[config.mk]
export PLATFORM = sky130hd
export DESIGN_NAME = nco_phase_sine_gen
export DESIGN_NICKNAME = d
export VERILOG_FILES = /design/src/rtl/nco_phase_sine_gen.sv
export SDC_FILE = /design/constraint.sdc
export NUM_CORES = 1
export LEC_CHECK = 0
export CAP_MARGIN = 20
export CORE_MARGIN = 3
export CORE_UTILIZATION = 30
export DETAILED_ROUTE_END_ITERATION = 10
export HOLD_SLACK_MARGIN = 0.15
export PLACE_DENSITY = 0.5
export SLEW_MARGIN = 5
export SYNTH_ARGS = -nofsm -noshare
export SYNTH_HDL_FRONTEND = slang
export SYNTH_SLANG_ARGS = --single-unit
export TNS_END_PERCENT = 30
[constraint.sdc]
create_clock -name clk_in -period 4.25 [get_ports clk_in]
set_input_delay 0.85 -clock clk_in [delete_from_list [all_inputs] [get_ports clk_in]]
set_output_delay 0.85 -clock clk_in [all_outputs]
set_load 0.1 [all_outputs]
[src/rtl/nco_phase_sine_gen.sv]
// rtl/nco_phase_sine_gen.sv - tick-driven phase accumulator NCO with pipelined quarter-wave sine LUT
module nco_phase_sine_gen #(
   parameter int ACC_WIDTH      = 24,
   parameter int LUT_ADDR_WIDTH = 8,
   parameter int OUT_WIDTH      = 12
) (
   input  logic                        clk_in,
   input  logic                        rst,
   input  logic                        sample_tick_in,
   input  logic [ACC_WIDTH-1:0]        fcw_in,
   input  logic                        fcw_valid,
   output logic                        fcw_ready,
   output logic [ACC_WIDTH-1:0]        phase_out,
   output logic signed [OUT_WIDTH-1:0] sine_out,
   output logic                        sine_valid
);

   localparam int LUT_DEPTH = 1 << LUT_ADDR_WIDTH;
   localparam int AMP       = (1 << (OUT_WIDTH - 1)) - 1;

   // Half-index offset keeps every entry strictly positive and below AMP+1,
   // so the quadrant negation can never hit the most-negative code.
   function automatic logic [OUT_WIDTH-1:0] lut_entry(input int idx);
      real ang;
      ang = 3.14159265358979 / 2.0 * (real'(idx) + 0.5) / real'(LUT_DEPTH);
      return OUT_WIDTH'($rtoi(real'(AMP) * $sin(ang) + 0.5));
   endfunction

   logic [OUT_WIDTH-1:0] lut_rom [LUT_DEPTH];

   for (genvar g = 0; g < LUT_DEPTH; g++) begin : g_lut
      assign lut_rom[g] = lut_entry(g);
   end

   logic                      tick_q, tick_d;
   logic [ACC_WIDTH-1:0]      phase_q, phase_d;
   logic [ACC_WIDTH-1:0]      active_fcw_q, active_fcw_d;
   logic [ACC_WIDTH-1:0]      shadow_fcw_q, shadow_fcw_d;
   logic                      pending_q, pending_d;
   logic                      fcw_ready_q, fcw_ready_d;
   logic                      s1_valid_q, s1_valid_d;
   logic                      s1_neg_q, s1_neg_d;
   logic [LUT_ADDR_WIDTH-1:0] s1_addr_q, s1_addr_d;
   logic                      s2_valid_q, s2_valid_d;
   logic                      s2_neg_q, s2_neg_d;
   logic [OUT_WIDTH-1:0]      s2_mag_q, s2_mag_d;
   logic                      sine_valid_q, sine_valid_d;
   logic [OUT_WIDTH-1:0]      sine_q, sine_d;

   logic                      tick_evt;
   logic                      fcw_xfer;
   logic [1:0]                quad;
   logic [LUT_ADDR_WIDTH-1:0] addr;

   // Next-state: edge detect, FCW double-buffering, accumulate and the three pipeline stages
   always_comb begin
      tick_evt     = sample_tick_in & ~tick_q;
      fcw_xfer     = fcw_valid & fcw_ready_q & ~pending_q;

      tick_d       = sample_tick_in;
      phase_d      = phase_q;
      active_fcw_d = active_fcw_q;
      shadow_fcw_d = shadow_fcw_q;
      pending_d    = pending_q;

      // Promotion uses the old word for this event; the new one takes effect next event.
      if (tick_evt) begin
         phase_d = phase_q + active_fcw_q;
         if (pending_q) begin
            active_fcw_d = shadow_fcw_q;
            pending_d    = 1'b0;
         end
      end
      // A transfer colliding with an event is only promoted at the following event.
      if (fcw_xfer) begin
         shadow_fcw_d = fcw_in;
         pending_d    = 1'b1;
      end
      fcw_ready_d = ~pending_d;

      // S1 works from the freshly accumulated phase so the strobe lands at event+3.
      quad = phase_d[ACC_WIDTH-1 -: 2];
      addr = phase_d[ACC_WIDTH-3 -: LUT_ADDR_WIDTH];
      if (quad[0]) begin
         addr = ~addr;
      end
      s1_valid_d = tick_evt;
      s1_neg_d   = s1_neg_q;
      s1_addr_d  = s1_addr_q;
      if (tick_evt) begin
         s1_neg_d  = quad[1];
         s1_addr_d = addr;
      end

      s2_valid_d = s1_valid_q;
      s2_neg_d   = s2_neg_q;
      s2_mag_d   = s2_mag_q;
      if (s1_valid_q) begin
         s2_neg_d = s1_neg_q;
         s2_mag_d = lut_rom[s1_addr_q];
      end

      sine_valid_d = s2_valid_q;
      sine_d       = sine_q;
      if (s2_valid_q) begin
         sine_d = s2_neg_q ? (~s2_mag_q + 1'b1) : s2_mag_q;
      end
   end

   // State registers; tick_q resets high so a level already high at release is not an event
   always_ff @(posedge clk_in) begin
      if (rst) begin
         tick_q       <= 1'b1;
         phase_q      <= '0;
         active_fcw_q <= '0;
         shadow_fcw_q <= '0;
         pending_q    <= 1'b0;
         fcw_ready_q  <= 1'b0;
         s1_valid_q   <= 1'b0;
         s1_neg_q     <= 1'b0;
         s1_addr_q    <= '0;
         s2_valid_q   <= 1'b0;
         s2_neg_q     <= 1'b0;
         s2_mag_q     <= '0;
         sine_valid_q <= 1'b0;
         sine_q       <= '0;
      end else begin
         tick_q       <= tick_d;
         phase_q      <= phase_d;
         active_fcw_q <= active_fcw_d;
         shadow_fcw_q <= shadow_fcw_d;
         pending_q    <= pending_d;
         fcw_ready_q  <= fcw_ready_d;
         s1_valid_q   <= s1_valid_d;
         s1_neg_q     <= s1_neg_d;
         s1_addr_q    <= s1_addr_d;
         s2_valid_q   <= s2_valid_d;
         s2_neg_q     <= s2_neg_d;
         s2_mag_q     <= s2_mag_d;
         sine_valid_q <= sine_valid_d;
         sine_q       <= sine_d;
      end
   end

   assign fcw_ready  = fcw_ready_q;
   assign phase_out  = phase_q;
   assign sine_out   = sine_q;
   assign sine_valid = sine_valid_q;

endmodule
==> flow_summary.yaml <==
outcome:
  status: "complete, no violations"
global_route:
  track_usage: 0.175
  antenna_found_initial: 0
  first_global_vias: 7412
  grt_max_degree: 90
  grt_overflow: 0
  grt_pass1_wl_um: 41300
clock_network:
  cts_root_buffer: "clkbuf_16"
  postCtsSetupBuffers: 0
  cts_tree: "done"
  clock-sinks: 111
  cts-htree-levels: 3
  cts_made_buffers: 9
  cts_hold_buf: 0
  path_clk_slew_ns: 0.09
  cts_buffer_depth: 2
  insertion_delay_ns: 0.36
  cts_resized: 0
power:
  finalPower_w: 0.00248
  clockPowerShare: 0.354
  p_leak_nw: 3.26
  ir_worst_vdd_mv: 0.176
  switchingPower_w: 0.000808
  sw_frac_of_total: 0.326
  intPower_w: 0.00167
  pwr-share-comb: 0.205
  power_density_nw_per_um2: 269
  pwr-share-seq: 0.441
floorplan:
  die_x_um: 170
  rows: 59
  dieArea_sq_um: 28900
  core_area_sq_um: 26200
  die_h_um: 170
  pin_count: 66
  initial_utilization: 0.308
sta:
  layout_min_cycle_time_ns: 3.28
  slew_viol_final: 0
  relSlewSlack: 0.298
  worst_pin_slew_ns: 1.05
  fin_skew_ns: 0.0215
  rsz0062_at_grt: "false"
  hold_violations: 0
  fin_crit_sh: 0.771
  setup_viol: 0
  fmax_mhz: 305
  finalSetupTns_ns: 0
worst_setup_path:
  cp-end-kind: "flip-flop"
  crit_fanout: 9
  cp.required_ns: 4.46
  rrSetupSlack_ns: 0.97
  start_kind: "flip-flop"
  path_class: "flip-flop to flip-flop"
  cp_data_arrival_time_ns: 3.48
place:
  placed_cells: 1453
  hpwl_um: 17700
  io_buffers: 65
  routabilityCongestion: 0.920
  place_area_sq_um: 8930
synth:
  synthFlopType: "dfxtp_1"
  yosys_warnings: 0
  synthesis.area_sq_um: 8070
  syn_inst: 1129
  syn-mean-instance-area_sq_um: 7.14
  ys_seq_area_frac: 0.275
  ys_ff_latch: 111
  synth_fp_nets: 1196
  async_flop_share: 0
  synth_cell_types: 63
  synth_edf_count: 0
routing:
  viasPerCell: 5.44
  dr_total_vias: 7996
  initialDrtViolationCount: 585
  drt-pass1-iter-count: 5
  final_antenna_net_count: 0
  drc: 0
  wirelength_um: 25800
  routedWlPerCell_um: 17.6
finish:
  syn2layout_area_growth_pct: 14.5
  finalNetCount: 1196
  diodes: 0
  final_cell_mix: "nand2_1, a21oi_1, dfxtp_1"
  fillerInstances: 2857
  drive_above_1_share: 0.0591
  finalNonFillerCells: 1469
  utilization: 0.353
  fin_area_sq_um: 9240
  final_common_cell: "nand2_1"
run:
  drv_cap: 0
min_path:
  hp-class: "flip-flop to flip-flop"
## power groups by stage
stage | Sequential, W | Clock (W) | Combinational [W]
final | 0.00109 | 0.000878 | 0.000509
after detailed placement | 0.00112 | 0 | 0.000501
after global routing | 0.00110 | 0.000946 | 0.000556
after floorplan | 0.00113 | 0 | 0.000339
after global placement | 0.00112 | 0 | 0.000503
after CTS | 0.00109 | 0.000910 | 0.000503
## stage by stage
stage | setup WS (ns) | hold slack (ns)
floorplan | 0.664 | 0.432
global placement | 1.00 | 0.442
detailed placement | 0.950 | 0.446
CTS | 0.946 | 0.451
global route | 0.753 | 0.476
finish | 0.971 | 0.451
## final timing paths
check | start | end | depth (start not counted)
max | phase_out[0]$_SDFFE_PP0P_ | s1_addr_q[3]$_SDFFE_PP0P_ | 10
min | shadow_fcw_q[13]$_SDFFE_PP0P_ | active_fcw_q[13]$_SDFFE_PP0P_ | 2
max reg2reg | phase_out[0]$_SDFFE_PP0P_ | s1_addr_q[3]$_SDFFE_PP0P_ | 10
min reg2reg | shadow_fcw_q[13]$_SDFFE_PP0P_ | active_fcw_q[13]$_SDFFE_PP0P_ | 2
## Yosys cell counts, drive strengths merged, types with 3 or more instances
library cell	number	area share
a211o	3	0.0033
a211oi	37	0.036
a21o	11	0.011
a21oi	151	0.094
a221oi	4	0.0043
a22oi	4	0.0037
a311o	6	0.0074
a311oi	12	0.013
a31oi	10	0.0078
and3	5	0.0039
buf	20	0.011
clkbuf	78	0.036
dfxtp	111	0.28
ha	38	0.059
inv	14	0.0065
mux2i	15	0.019
mux4	5	0.014
nand2	218	0.10
nand2b	29	0.022
nand3	24	0.015
nand3b	3	0.0028
nor2	93	0.043
nor2b	15	0.012
nor3	16	0.0099
nor4	3	0.0023
o211ai	20	0.019
o21a	6	0.0056
o21ai	59	0.037
o221ai	5	0.0054
o22ai	6	0.0047
o311a	3	0.0037
o311ai	7	0.0076
o31ai	7	0.0071
or2	7	0.0054
or3	8	0.0062
xnor2	24	0.026
xor2	19	0.023
## layer usage
layer	up-vias	wire length [um]	track usage
li1	4017	-	-
met1	3679	12500	0.249
met2	262	11400	0.275
met3	38	1410	0.0304
met4	0	545	0.0455
met5	-	0	0
## final cells by class
class / count / area, sq um / share of cell area
inverters: 16 / 60.1 / 0.00650
clock inverters: 7 / 80.1 / 0.00867
flip-flops and latches: 111 / 2230 / 0.241
clock buffers: 9 / 225 / 0.0244
multi-input cells: 904 / 5410 / 0.586
repair buffers: 87 / 813 / 0.0880
well taps: 335 / 419 / 0.0454
## kinds of logic (layout without fill, tap and decap cells)
logic type / after synthesis / after routing / synth area share
AND/OR/NAND/NOR: 429 / 429 / 0.231
AO/OA/AOI/OAI: 370 / 370 / 0.292
buffers and inverters: 114 / 119 / 0.0543
flip-flops: 111 / 111 / 0.275
XOR/XNOR: 43 / 43 / 0.0490
adder cells (fa/ha/maj): 41 / 41 / 0.0639
multiplexers: 21 / 21 / 0.0340
## flip-flops by register name, summed over array words and instances (netlist names)
| signal | count |
|---|---|
| sine_valid | 1 |
| s1_neg_q | 1 |
| tick_q | 1 |
| s2_neg_q | 1 |
| s2_mag_q | 11 |
| shadow_fcw_q | 24 |
| sine_out | 12 |
| phase_out | 24 |
| s1_valid_q | 1 |
| pending_q | 1 |
| active_fcw_q | 24 |
| s2_valid_q | 1 |
| fcw_ready | 1 |
| s1_addr_q | 8 |
## worst max-delay path, cell delays in order (launching register included)
cell and delay [ns]:
dfxtp_1 0.32, ha_1 0.24, fa_1 0.43, a211o_1 0.34
a211oi_2 0.24, o31ai_2 0.12, a311o_1 0.39, o41a_4 0.39
xor2_4 0.36, xor2_1 0.22, a211oi_2 0.09
(Power assumes the default switching activity.)
